[src/rtl/lsu_pkg.sv]
// -----------------------------------------------------------------------------
// lsu_pkg
//   Shared types and constants for the load/store unit.
//
//   Contents:
//     lsu_state_t  - FSM state encoding of lsu_ctrl
//     F3_*         - RV32 load/store funct3 size/sign codes
//     LSU_DW       - the only supported data width
//     f3_bytes     - access size in bytes for a legal funct3
// -----------------------------------------------------------------------------
package lsu_pkg;

  typedef enum logic [2:0] {
    IDLE  = 3'd0,
    READ  = 3'd1,
    MERGE = 3'd2,
    WRITE = 3'd3,
    DONE  = 3'd4
  } lsu_state_t;

  localparam logic [2:0] F3_B  = 3'b000;
  localparam logic [2:0] F3_H  = 3'b001;
  localparam logic [2:0] F3_W  = 3'b010;
  localparam logic [2:0] F3_BU = 3'b100;
  localparam logic [2:0] F3_HU = 3'b101;

  localparam int LSU_DW = 32;

  // Access size in bytes; only meaningful for funct3 codes that pass the
  // legality check (bits [1:0] select byte/half/word).
  function automatic logic [2:0] f3_bytes(input logic [2:0] f3);
    case (f3[1:0])
      2'b00:   f3_bytes = 3'd1;
      2'b01:   f3_bytes = 3'd2;
      default: f3_bytes = 3'd4;
    endcase
  endfunction

endpackage

[src/rtl/lsu_ctrl_if.sv]
// -----------------------------------------------------------------------------
// lsu_ctrl_if
//   Bundles the CPU request/response handshake and the data-memory port of
//   the load/store unit.
//
//   Modports:
//     slave  - the load/store unit itself: receives requests, returns
//              responses, drives the memory address/write port, reads mem_rd.
//     master - the surrounding environment: the CPU request source together
//              with the word-organised data memory.
//
//   Signals:
//     req_valid/req_ready     request handshake
//     req_we/req_funct3       store flag and RV32 size/sign code
//     req_addr/req_wdata      byte address and store data
//     resp_valid              one-cycle completion pulse
//     resp_rdata/resp_err     registered load result and error flag
//     mem_addr                word index into data memory
//     mem_wr_en/mem_wd        memory write strobe and data
//     mem_rd                  combinational memory read data
// -----------------------------------------------------------------------------
interface lsu_ctrl_if #(
  parameter int ADDRESS_WIDTH = 32,
  parameter int DATA_WIDTH    = 32
);

  logic                     req_valid;
  logic                     req_ready;
  logic                     req_we;
  logic [2:0]               req_funct3;
  logic [ADDRESS_WIDTH-1:0] req_addr;
  logic [DATA_WIDTH-1:0]    req_wdata;
  logic                     resp_valid;
  logic [DATA_WIDTH-1:0]    resp_rdata;
  logic                     resp_err;
  logic [ADDRESS_WIDTH-1:0] mem_addr;
  logic                     mem_wr_en;
  logic [DATA_WIDTH-1:0]    mem_wd;
  logic [DATA_WIDTH-1:0]    mem_rd;

  modport slave (
    input  req_valid, req_we, req_funct3, req_addr, req_wdata, mem_rd,
    output req_ready, resp_valid, resp_rdata, resp_err,
           mem_addr, mem_wr_en, mem_wd
  );

  modport master (
    output req_valid, req_we, req_funct3, req_addr, req_wdata, mem_rd,
    input  req_ready, resp_valid, resp_rdata, resp_err,
           mem_addr, mem_wr_en, mem_wd
  );

endinterface

[src/rtl/lsu_align.sv]
// -----------------------------------------------------------------------------
// lsu_align
//   Purely combinational lane logic for the load/store unit.
//
//   Ports:
//     i_we          1 = store, 0 = load
//     i_funct3      RV32 funct3 size/sign code
//     i_addr_lo     byte offset within the word (addr[1:0])
//     i_rd_word     word to extract from (loads) or merge into (sub-word stores)
//     i_wdata       store data; low byte/half used for SB/SH
//     o_load_data   selected lane, sign- or zero-extended (whole word for LW)
//     o_merge_data  i_rd_word with the addressed lane replaced by i_wdata
//     o_err         misaligned access or illegal funct3
// -----------------------------------------------------------------------------
module lsu_align
  import lsu_pkg::*;
(
  input  logic [2:0]  i_funct3,
  input  logic        i_we,
  input  logic [1:0]  i_addr_lo,
  input  logic [31:0] i_rd_word,
  input  logic [31:0] i_wdata,
  output logic [31:0] o_load_data,
  output logic [31:0] o_merge_data,
  output logic        o_err
);

  logic [7:0]  w_byte;
  logic [15:0] w_half;
  logic [7:0]  w_merge_lane [4];

  assign w_byte = i_rd_word[{i_addr_lo, 3'b000} +: 8];
  assign w_half = i_addr_lo[1] ? i_rd_word[31:16] : i_rd_word[15:0];

  always_comb begin
    o_load_data = i_rd_word;
    case (i_funct3)
      F3_B:    o_load_data = {{24{w_byte[7]}}, w_byte};
      F3_H:    o_load_data = {{16{w_half[15]}}, w_half};
      F3_BU:   o_load_data = {24'd0, w_byte};
      F3_HU:   o_load_data = {16'd0, w_half};
      default: o_load_data = i_rd_word;
    endcase
  end

  // Per byte lane: SB replaces the single addressed lane with wdata[7:0];
  // SH replaces both lanes of the addressed half with wdata[15:0]; any other
  // code passes the full store word through.
  genvar gi;
  generate
    for (gi = 0; gi < 4; gi++) begin : g_lane
      localparam logic [1:0] LANE = 2'(gi);
      logic [7:0] w_rd_lane;
      logic       w_sel_b;
      logic       w_sel_h;

      assign w_rd_lane = i_rd_word[8*gi +: 8];
      assign w_sel_b   = (i_addr_lo == LANE);
      assign w_sel_h   = (i_addr_lo[1] == LANE[1]);

      assign w_merge_lane[gi] =
        (i_funct3 == F3_B) ? (w_sel_b ? i_wdata[7:0] : w_rd_lane) :
        (i_funct3 == F3_H) ? (w_sel_h ? i_wdata[8*(gi%2) +: 8] : w_rd_lane) :
                             i_wdata[8*gi +: 8];
    end
  endgenerate

  assign o_merge_data = {w_merge_lane[3], w_merge_lane[2], w_merge_lane[1], w_merge_lane[0]};

  always_comb begin
    o_err = 1'b0;
    if (i_we) begin
      case (i_funct3)
        F3_B:    o_err = 1'b0;
        F3_H:    o_err = i_addr_lo[0];
        F3_W:    o_err = |i_addr_lo;
        default: o_err = 1'b1;
      endcase
    end else begin
      case (i_funct3)
        F3_B, F3_BU: o_err = 1'b0;
        F3_H, F3_HU: o_err = i_addr_lo[0];
        F3_W:        o_err = |i_addr_lo;
        default:     o_err = 1'b1;
      endcase
    end
  end

endmodule

[src/rtl/lsu_ctrl.sv]
// -----------------------------------------------------------------------------
// lsu_ctrl
//   Load/store initiator between the execute stage and a word-organised data
//   memory (async read, sync write, no byte enables). One request at a time;
//   sub-word stores are done as read-modify-write.
//
//   Ports:
//     clk    rising-edge clock
//     rst_n  asynchronous active-low reset
//     bus    lsu_ctrl_if.slave: request/response handshake and memory port
//
//   Latency from accept edge to resp_valid: load 2, SW 2, SB/SH 4, error 1.
// -----------------------------------------------------------------------------
module lsu_ctrl
  import lsu_pkg::*;
#(
  parameter int ADDRESS_WIDTH = 32,
  parameter int DATA_WIDTH    = 32
) (
  input  logic         clk,
  input  logic         rst_n,
  lsu_ctrl_if.slave    bus
);

  generate
    if (DATA_WIDTH != LSU_DW) begin : g_bad_width
      $error("lsu_ctrl supports DATA_WIDTH = 32 only");
    end
  endgenerate

  lsu_state_t               r_state;
  lsu_state_t               w_state_next;
  logic                     r_we;
  logic [2:0]               r_funct3;
  logic [ADDRESS_WIDTH-1:0] r_addr;
  logic [DATA_WIDTH-1:0]    r_wdata;
  logic [DATA_WIDTH-1:0]    r_word;
  logic [DATA_WIDTH-1:0]    r_resp_rdata;
  logic                     r_resp_err;

  logic                     w_idle;
  logic                     w_accept;
  logic                     w_chk_we;
  logic [2:0]               w_chk_funct3;
  logic [1:0]               w_chk_addr_lo;
  logic [DATA_WIDTH-1:0]    w_align_word;
  logic [DATA_WIDTH-1:0]    w_load_data;
  logic [DATA_WIDTH-1:0]    w_merge_data;
  logic                     w_err;
  logic                     w_mem_active;

  assign w_idle   = (r_state == IDLE);
  assign w_accept = w_idle && bus.req_valid;

  // The legality check must see the live request while idle (it decides the
  // next state at the accept edge); afterwards the captured copy is used.
  assign w_chk_we      = w_idle ? bus.req_we         : r_we;
  assign w_chk_funct3  = w_idle ? bus.req_funct3     : r_funct3;
  assign w_chk_addr_lo = w_idle ? bus.req_addr[1:0]  : r_addr[1:0];
  // Loads extract straight from the memory bus in READ; the merge works on
  // the word captured at the READ edge.
  assign w_align_word  = (r_state == MERGE) ? r_word : bus.mem_rd;

  lsu_align u_align (
    .i_funct3     (w_chk_funct3),
    .i_we         (w_chk_we),
    .i_addr_lo    (w_chk_addr_lo),
    .i_rd_word    (w_align_word),
    .i_wdata      (r_wdata),
    .o_load_data  (w_load_data),
    .o_merge_data (w_merge_data),
    .o_err        (w_err)
  );

  always_comb begin
    w_state_next = r_state;
    case (r_state)
      IDLE: begin
        if (w_accept) begin
          if (w_err)                          w_state_next = DONE;
          else if (!bus.req_we)               w_state_next = READ;
          else if (bus.req_funct3 == F3_W)    w_state_next = WRITE;
          else                                w_state_next = READ;
        end
      end
      READ:    w_state_next = r_we ? MERGE : DONE;
      MERGE:   w_state_next = WRITE;
      WRITE:   w_state_next = DONE;
      DONE:    w_state_next = IDLE;
      default: w_state_next = IDLE;
    endcase
  end

  always_ff @(posedge clk or negedge rst_n) begin
    if (!rst_n) begin
      r_state      <= IDLE;
      r_we         <= 1'b0;
      r_funct3     <= 3'd0;
      r_addr       <= '0;
      r_wdata      <= '0;
      r_word       <= '0;
      r_resp_rdata <= '0;
      r_resp_err   <= 1'b0;
    end else begin
      r_state <= w_state_next;
      case (r_state)
        IDLE: begin
          if (w_accept) begin
            r_we     <= bus.req_we;
            r_funct3 <= bus.req_funct3;
            r_addr   <= bus.req_addr;
            r_wdata  <= bus.req_wdata;
            // SW goes straight to WRITE, so the store word is the write data.
            r_word   <= bus.req_wdata;
            if (w_err) begin
              r_resp_rdata <= '0;
              r_resp_err   <= 1'b1;
            end
          end
        end
        READ: begin
          r_word <= bus.mem_rd;
          if (!r_we) begin
            r_resp_rdata <= w_load_data;
            r_resp_err   <= 1'b0;
          end
        end
        MERGE: r_word <= w_merge_data;
        WRITE: begin
          r_resp_rdata <= '0;
          r_resp_err   <= 1'b0;
        end
        default: ;
      endcase
    end
  end

  assign w_mem_active = (r_state == READ) || (r_state == MERGE) || (r_state == WRITE);

  assign bus.req_ready  = w_idle;
  assign bus.resp_valid = (r_state == DONE);
  assign bus.resp_rdata = r_resp_rdata;
  assign bus.resp_err   = r_resp_err;
  assign bus.mem_addr   = w_mem_active ? {2'b00, r_addr[ADDRESS_WIDTH-1:2]} : '0;
  assign bus.mem_wr_en  = (r_state == WRITE);
  assign bus.mem_wd     = (r_state == WRITE) ? r_word : '0;

endmodule

[src/flat_wrapper.sv]
// flat-port wrapper written by rule: the top's interface ports become plain ports
module lsu_ctrl_flat import lsu_pkg::*;
#(
  parameter int ADDRESS_WIDTH = 32,
  parameter int DATA_WIDTH    = 32
)
  (clk, rst_n, bus_req_valid, bus_req_we, bus_req_funct3, bus_req_addr, bus_req_wdata, bus_mem_rd, bus_req_ready, bus_resp_valid, bus_resp_rdata, bus_resp_err, bus_mem_addr, bus_mem_wr_en, bus_mem_wd);
  lsu_ctrl_if #(.ADDRESS_WIDTH(ADDRESS_WIDTH), .DATA_WIDTH(DATA_WIDTH)) bus_i ();
  input  logic clk;
  input  logic rst_n;
  input wire logic [$bits(bus_i.req_valid)-1:0] bus_req_valid;
  input wire logic [$bits(bus_i.req_we)-1:0] bus_req_we;
  input wire logic [$bits(bus_i.req_funct3)-1:0] bus_req_funct3;
  input wire logic [$bits(bus_i.req_addr)-1:0] bus_req_addr;
  input wire logic [$bits(bus_i.req_wdata)-1:0] bus_req_wdata;
  input wire logic [$bits(bus_i.mem_rd)-1:0] bus_mem_rd;
  output wire logic [$bits(bus_i.req_ready)-1:0] bus_req_ready;
  output wire logic [$bits(bus_i.resp_valid)-1:0] bus_resp_valid;
  output wire logic [$bits(bus_i.resp_rdata)-1:0] bus_resp_rdata;
  output wire logic [$bits(bus_i.resp_err)-1:0] bus_resp_err;
  output wire logic [$bits(bus_i.mem_addr)-1:0] bus_mem_addr;
  output wire logic [$bits(bus_i.mem_wr_en)-1:0] bus_mem_wr_en;
  output wire logic [$bits(bus_i.mem_wd)-1:0] bus_mem_wd;
  assign bus_i.req_valid = bus_req_valid;
  assign bus_i.req_we = bus_req_we;
  assign bus_i.req_funct3 = bus_req_funct3;
  assign bus_i.req_addr = bus_req_addr;
  assign bus_i.req_wdata = bus_req_wdata;
  assign bus_i.mem_rd = bus_mem_rd;
  assign bus_req_ready = bus_i.req_ready;
  assign bus_resp_valid = bus_i.resp_valid;
  assign bus_resp_rdata = bus_i.resp_rdata;
  assign bus_resp_err = bus_i.resp_err;
  assign bus_mem_addr = bus_i.mem_addr;
  assign bus_mem_wr_en = bus_i.mem_wr_en;
  assign bus_mem_wd = bus_i.mem_wd;
  lsu_ctrl #(.ADDRESS_WIDTH(ADDRESS_WIDTH), .DATA_WIDTH(DATA_WIDTH)) u_core (.clk(clk), .rst_n(rst_n), .bus(bus_i));
endmodule
[config.mk]
export PLATFORM = sky130hd
export DESIGN_NAME = lsu_ctrl_flat
export DESIGN_NICKNAME = d
export VERILOG_FILES = /design/src/rtl/lsu_pkg.sv /design/src/rtl/lsu_ctrl_if.sv /design/src/rtl/lsu_align.sv /design/src/rtl/lsu_ctrl.sv /design/src/flat_wrapper.sv
export SDC_FILE = /design/constraint.sdc
export NUM_CORES = 1
export LEC_CHECK = 0
export ABC_CLOCK_PERIOD_IN_PS = 1960
export CORE_AREA = 2 2 126 128
export DETAILED_ROUTE_END_ITERATION = 8
export DIE_AREA = 0 0 128 130
export DONT_BUFFER_PORTS = 1
export HOLD_SLACK_MARGIN = 0.1
export PLACE_DENSITY = 0.72
export SETUP_SLACK_MARGIN = 0.4
export SLEW_MARGIN = 20
export SYNTH_ARGS = -nofsm -noshare
export SYNTH_HDL_FRONTEND = slang
export SYNTH_SLANG_ARGS = --single-unit
[constraint.sdc]
create_clock -name clk -period 1.96 [get_ports clk]
set_input_delay 0.392 -clock clk [delete_from_list [all_inputs] [get_ports clk]]
set_output_delay 0.392 -clock clk [all_outputs]
set_load 0.03 [all_outputs]
Yosys cells after proc, flatten, opt, wreduce, memory -nomap -nowiden
Index checks and enable logic that the tools add are counted.
{"block": "word_totals", "input_bits": 103, "wordCells": 81, "ff_bits": 136}
{"block": "op_classes", "n_shift": 1, "n_reduce_logical": 14, "n_mux": 43, "n_eq_ne": 15}
{"operator": "$mux 32", "n": 6}
{"operator": "$pmux 32 s3", "n": 2}
{"operator": "$mux 8", "n": 16}
{"operator": "$pmux 32 s4", "n": 1}
{"operator": "$shiftx 32x6->8", "n": 1}
{"operator": "$mux 30", "n": 1}
{"operator": "$mux 16", "n": 1}
{"operator": "$mux 3", "n": 5}
{"operator": "$eq 3x2->1 const B", "n": 4}
{"operator": "$pmux 3 s4", "n": 1}
{"operator": "$eq 3x3->1 const B", "n": 3}
{"operator": "$pmux 1 s3", "n": 3}
{"operator": "$eq 3x1->1 const B", "n": 2}
{"operator": "$logic_not 3->1", "n": 2}
{"operator": "$ne 2x2->1 const B", "n": 3}
{"operator": "$reduce_bool 3->1", "n": 2}
{"operator": "$reduce_or 2->1", "n": 3}
{"operator": "$mux 1", "n": 5}
{"operator": "$eq 2x2->1 const B", "n": 2}
{"operator": "$mux 2", "n": 2}
{"operator": "$reduce_and 2->1", "n": 2}
{"operator": "$reduce_and 4->1", "n": 1}
{"operator": "$eq 2x1->1 const B", "n": 1}
{"operator": "$logic_not 2->1", "n": 1}
{"operator": "other kinds (2)", "n": 3}

Longest topological paths before layout
{"block": "logic_depth", "ltp_word": 9, "mapped_depth": 9, "depth_no_buf": 5}

By module
From an unflattened synthesis, not the netlist that was laid out.
{"block": "unflattened", "hier_cells": 851, "hier_area_um2": 8569.5}
{"mod": "lsu_ctrl", "instances": 1, "area_each_um2": 7038.0, "cells_per_inst": 612, "seq_area_each_um2": 3403.3}
{"mod": "lsu_align", "instances": 1, "area_each_um2": 1531.5, "cells_per_inst": 239, "seq_area_each_um2": 0.0}

Worst setup path after synthesis
No wires, ideal clock.
{"block": "synth_path", "path_type": "reg2out", "startpoint": "register u_core.r_state[0]", "endpoint": "output port bus_mem_wd[22]", "stages_incl_launch_ff": 7, "setup_slack_ps": -349, "arrival_ps": 1917, "path_cell_list": "dfrtp_1 > buf_4 > buf_4 > inv_1 > nor3b_1 > clkbuf_1 > and2_1"}
{"block": "synth_between", "elab_chain_len": 2}
{"element": "start, declared", "line_no": "lsu_ctrl.sv:31", "source": "lsu_state_t r_state;"}
{"element": "start signal, assigned", "line_no": "lsu_ctrl.sv:105", "source": "r_state <= w_state_next;"}
{"element": "$eq 3x2->1"}
{"element": "net bus_mem_wr_en", "line_no": "flat_wrapper.sv:22", "source": "output wire logic [$bits(bus_i.mem_wr_en)-1:0] bus_mem_wr_en;"}
{"element": "$mux 32", "line_no": "lsu_ctrl.sv:146", "source": "assign bus.mem_wd = (r_state == WRITE) ? r_word : '0;"}
{"element": "end, declared", "line_no": "flat_wrapper.sv:23", "source": "output wire logic [$bits(bus_i.mem_wd)-1:0] bus_mem_wd;"}
The timed path passes the listed nets, and every way through them passes these cells.

Worst setup path in the final report
{"block": "layout_path", "startpoint": "register u_core.r_state[2]", "endpoint": "output port bus_mem_wd[22]"}
{"block": "layout_between", "elab_chain_len": 2}
{"element": "$eq 3x2->1", "line_no": "lsu_ctrl.sv:146"}
{"element": "$mux 32", "line_no": "lsu_ctrl.sv:146"}
No other way between the ends.

==> impl_metrics.tcl <==
set metrics [dict create \
    finalSetupViolCount 199 \
    ys_warn_count 0 \
    synth.ff_latch_count 136 \
    cp_top_family "buffers and inverters" \
    cap_violations 0 \
    grt_pass1_wl_mm 53.0 \
    clkLatencyLatePin_ns 0.44 \
    leakage_nw 5.37 \
    path_depth 7 \
    crit_arrival_ns 1.97 \
    period_needed_ns 2.36 \
    netlist_area_sq_um 8230 \
    stdcell_area_sq_um 12300 \
    synth_edf_count 0 \
    final_nets 1085 \
    violations "hold timing, setup timing" \
    post_drt_wl_per_cell_um 32.9 \
    clock_sinks 136 \
    hold_viol_final 136 \
    ff2ff_path_depth 11 \
    grt_max_degree 137 \
    port_buffers 0 \
    synth_seq_area_share_pct 41.3 \
    drt_first_pass_iters 5 \
    coreArea_sq_um 15400 \
    cts_tree "yes" \
    cts-root-buf "clkbuf_16" \
    reg2reg_to "u_core.bus.resp_rdata[2]" \
    place_ws_ns -0.225 \
    outcome "finished, violations left" \
    ir_drop_uv 1400 \
    antenna_found_initial 0 \
    nFillCells 896 \
    final_antenna_net_count 0 \
    cpMostUsedCell "buf_12" \
    gp_congestion 1.00 \
    clkTransAtPathRegs_ns 0.07 \
    grtUsageTotal_pct 43.3 \
    fin_crit_sh_pct 120 \
    postPlaceCellArea_sq_um 9380 \
    fp-row-count 46 \
    first_global_vias 8463 \
    hold_path.class "in -> async" \
    die_h_um 130 \
    path_class "reg -> out" \
    cp_slowest_cell "dfrtp_1" \
    end_kind "primary output" \
    ios 203 \
    vias_per_cell 7.31 \
    worst-path-buf-inv 5 \
    synthDistinctLibCells 60 \
    htreeDepth 4 \
    drc 0 \
    synth_cells 840 \
    dr.first_iter.drc_count 1064 \
    fin_hold_ws_ns -0.361 \
    dpl.hpwl_mm 21.4 \
    avgSynthCellArea_sq_um 9.80 \
    fin_worst_skew_ns 0.0120 \
    ys.flop_type "dfrtp_1" \
    die-area_sq_um 16600 \
    area_growth_pct 49.7 \
    cts_buffers 17 \
    cp-start-kind "register" \
    vias 8673 \
    wirelength_mm 39.1 \
    grt_overflow 0 \
    max_freq_mhz 424 \
    async_flop_share_pct 100 \
    power_density_nw_per_um2 2110 \
    diodes 0 \
    cts_buffer_depth 2 \
    rsz0062_at_grt "true" \
    required_ns 1.57 \
    critPathMaxStageDelay_ns 0.40 \
    setup_ws_ns -0.398 \
    maxSlewViolCount 0 \
    die_width_um 128 \
    timing.rr.start "u_core.r_state[2]" \
    start_util_pct 53.4 \
    crit_chain "buf_12 > buf_12 > nor3b_4 > buf_12 > buf_12 > and2_4 > buf_6" \
    critPathMaxFanout 7 \
    drive_above_1_share_pct 48.2 \
    reg2reg_slack_ns -0.38 \
]
[layer usage]
layer	track usage, %	up-vias	wire, um
met5	0	-	0
met4	23.7	0	2910
met3	15.7	238	4800
met2	68.7	733	18200
met1	51.6	4296	13200
li1	-	3406	-
[what timing repair did]
action                                 CTS  global route
setup buffers                           37            16
gates cloned                            17             4
pin swaps                               40            27
setup endpoints to repair              199           200
endpoints found under the hold margin  145           156
gates resized for setup                194            92
hold buffers                             9            20
[layout by cell type, fill, tap and decap left out, types with 22 or more instances in the layout]
cell,synthesis,final
nand3_1,28,28
o21ai_1,5,22
and2_4,0,63
a221o_1,24,24
o21ai_0,52,26
a21oi_1,43,28
buf_6,2,31
nor2_1,63,39
dfrtp_1,136,134
dlygate4sd3_1,0,29
mux2i_1,31,24
buf_12,0,36
mux2_4,0,75
buf_4,8,68
nand2_1,63,54
[synthesized netlist by cell type, drive strengths merged, types with 7 or more instances]
cell type | instances | share of area, %
dfrtp | 136 | 41
mux2 | 90 | 12
and2 | 70 | 5.3
o21ai | 67 | 4.5
nor2 | 65 | 3.1
nand2 | 64 | 2.9
clkbuf | 45 | 2.1
a21oi | 43 | 2.6
mux2i | 31 | 3.8
nand3 | 28 | 1.7
buf | 26 | 2.0
a221o | 24 | 2.9
a22oi | 24 | 2.2
o221ai | 23 | 2.4
o31a | 18 | 1.9
a31oi | 14 | 1.1
nand4 | 9 | 0.68
a22o | 8 | 0.85
o21ba | 7 | 0.85
[worst reg2reg max path: cells and delay by family, from the launching register on]
kind | cells | cell delay [ns]
buf+inv | 6 | 0.82
simple gates | 3 | 0.73
flops | 1 | 0.40
compound gates | 2 | 0.28
[through the flow]
stage | cells | util, % | total power, W | TNS, ns
2_1_floorplan | 841 | - | 0.0133 | -3.01
3_3_place_gp | 1052 | 60.8 | 0.0169 | -7.30
3_5_place_dp | 1052 | 60.8 | 0.0171 | -10.42
4_1_cts | 1147 | 74.7 | 0.0236 | -31.75
5_1_grt | 1187 | 79.9 | 0.0266 | -56.34
6_report | 1187 | 79.9 | 0.0260 | -51.10
[report_power, final]
group / internal [W] / switching (W) / leakage [nW]
combinational: 0.00791 / 0.00805 / 3.42
sequential: 0.00417 / 0.00238 / 1.65
clock: 0.00208 / 0.00143 / 0.301
[layout make-up]
cell class	instances	area (sq um)	area share (%)
Timing Repair Buffer	193	2520	20.5
Clock inverter	13	164	1.33
Clock buffer	19	453	3.68
Multi-Input combinational cell	630	5520	44.8
Sequential cell	136	3410	27.6
Inverter	4	17.5	0.142
Tap cell	192	240	1.95
[cell families after synthesis]
group           count (synthesis)  share of synthesized area [%]
simple gates                  262                           16.7
compound gates                244                           21.3
flops                         136                           41.3
mux                           122                           16.4
buf+inv                        75                           4.21
other cells                     1                         0.0456
[how the worst max path moves through the flow]
stage | end | start | slack (ns)
after global routing | u_core.bus.resp_rdata[2] | u_core.r_state[2] | -0.42
after CTS | bus_mem_wd[22] | u_core.r_state[2] | -0.28
final | bus_mem_wd[22] | u_core.r_state[2] | -0.40
after global placement | u_core.r_word[18] | u_core.r_state[0] | -0.21
after detailed placement | u_core.bus.resp_rdata[27] | u_core.r_state[0] | -0.23
after floorplan | u_core.bus.resp_rdata[10] | u_core.r_state[0] | -0.1
[flip-flops by register name (all words and copies together) (netlist names)]
register	flops
u_core.r_funct3	3
u_core.r_addr	32
u_core.bus.resp_rdata	32
u_core.r_wdata	32
u_core.bus.resp_err	1
u_core.r_word	32
u_core.r_we	1
u_core.r_state	3
Power figures use the tool's default switching activity.
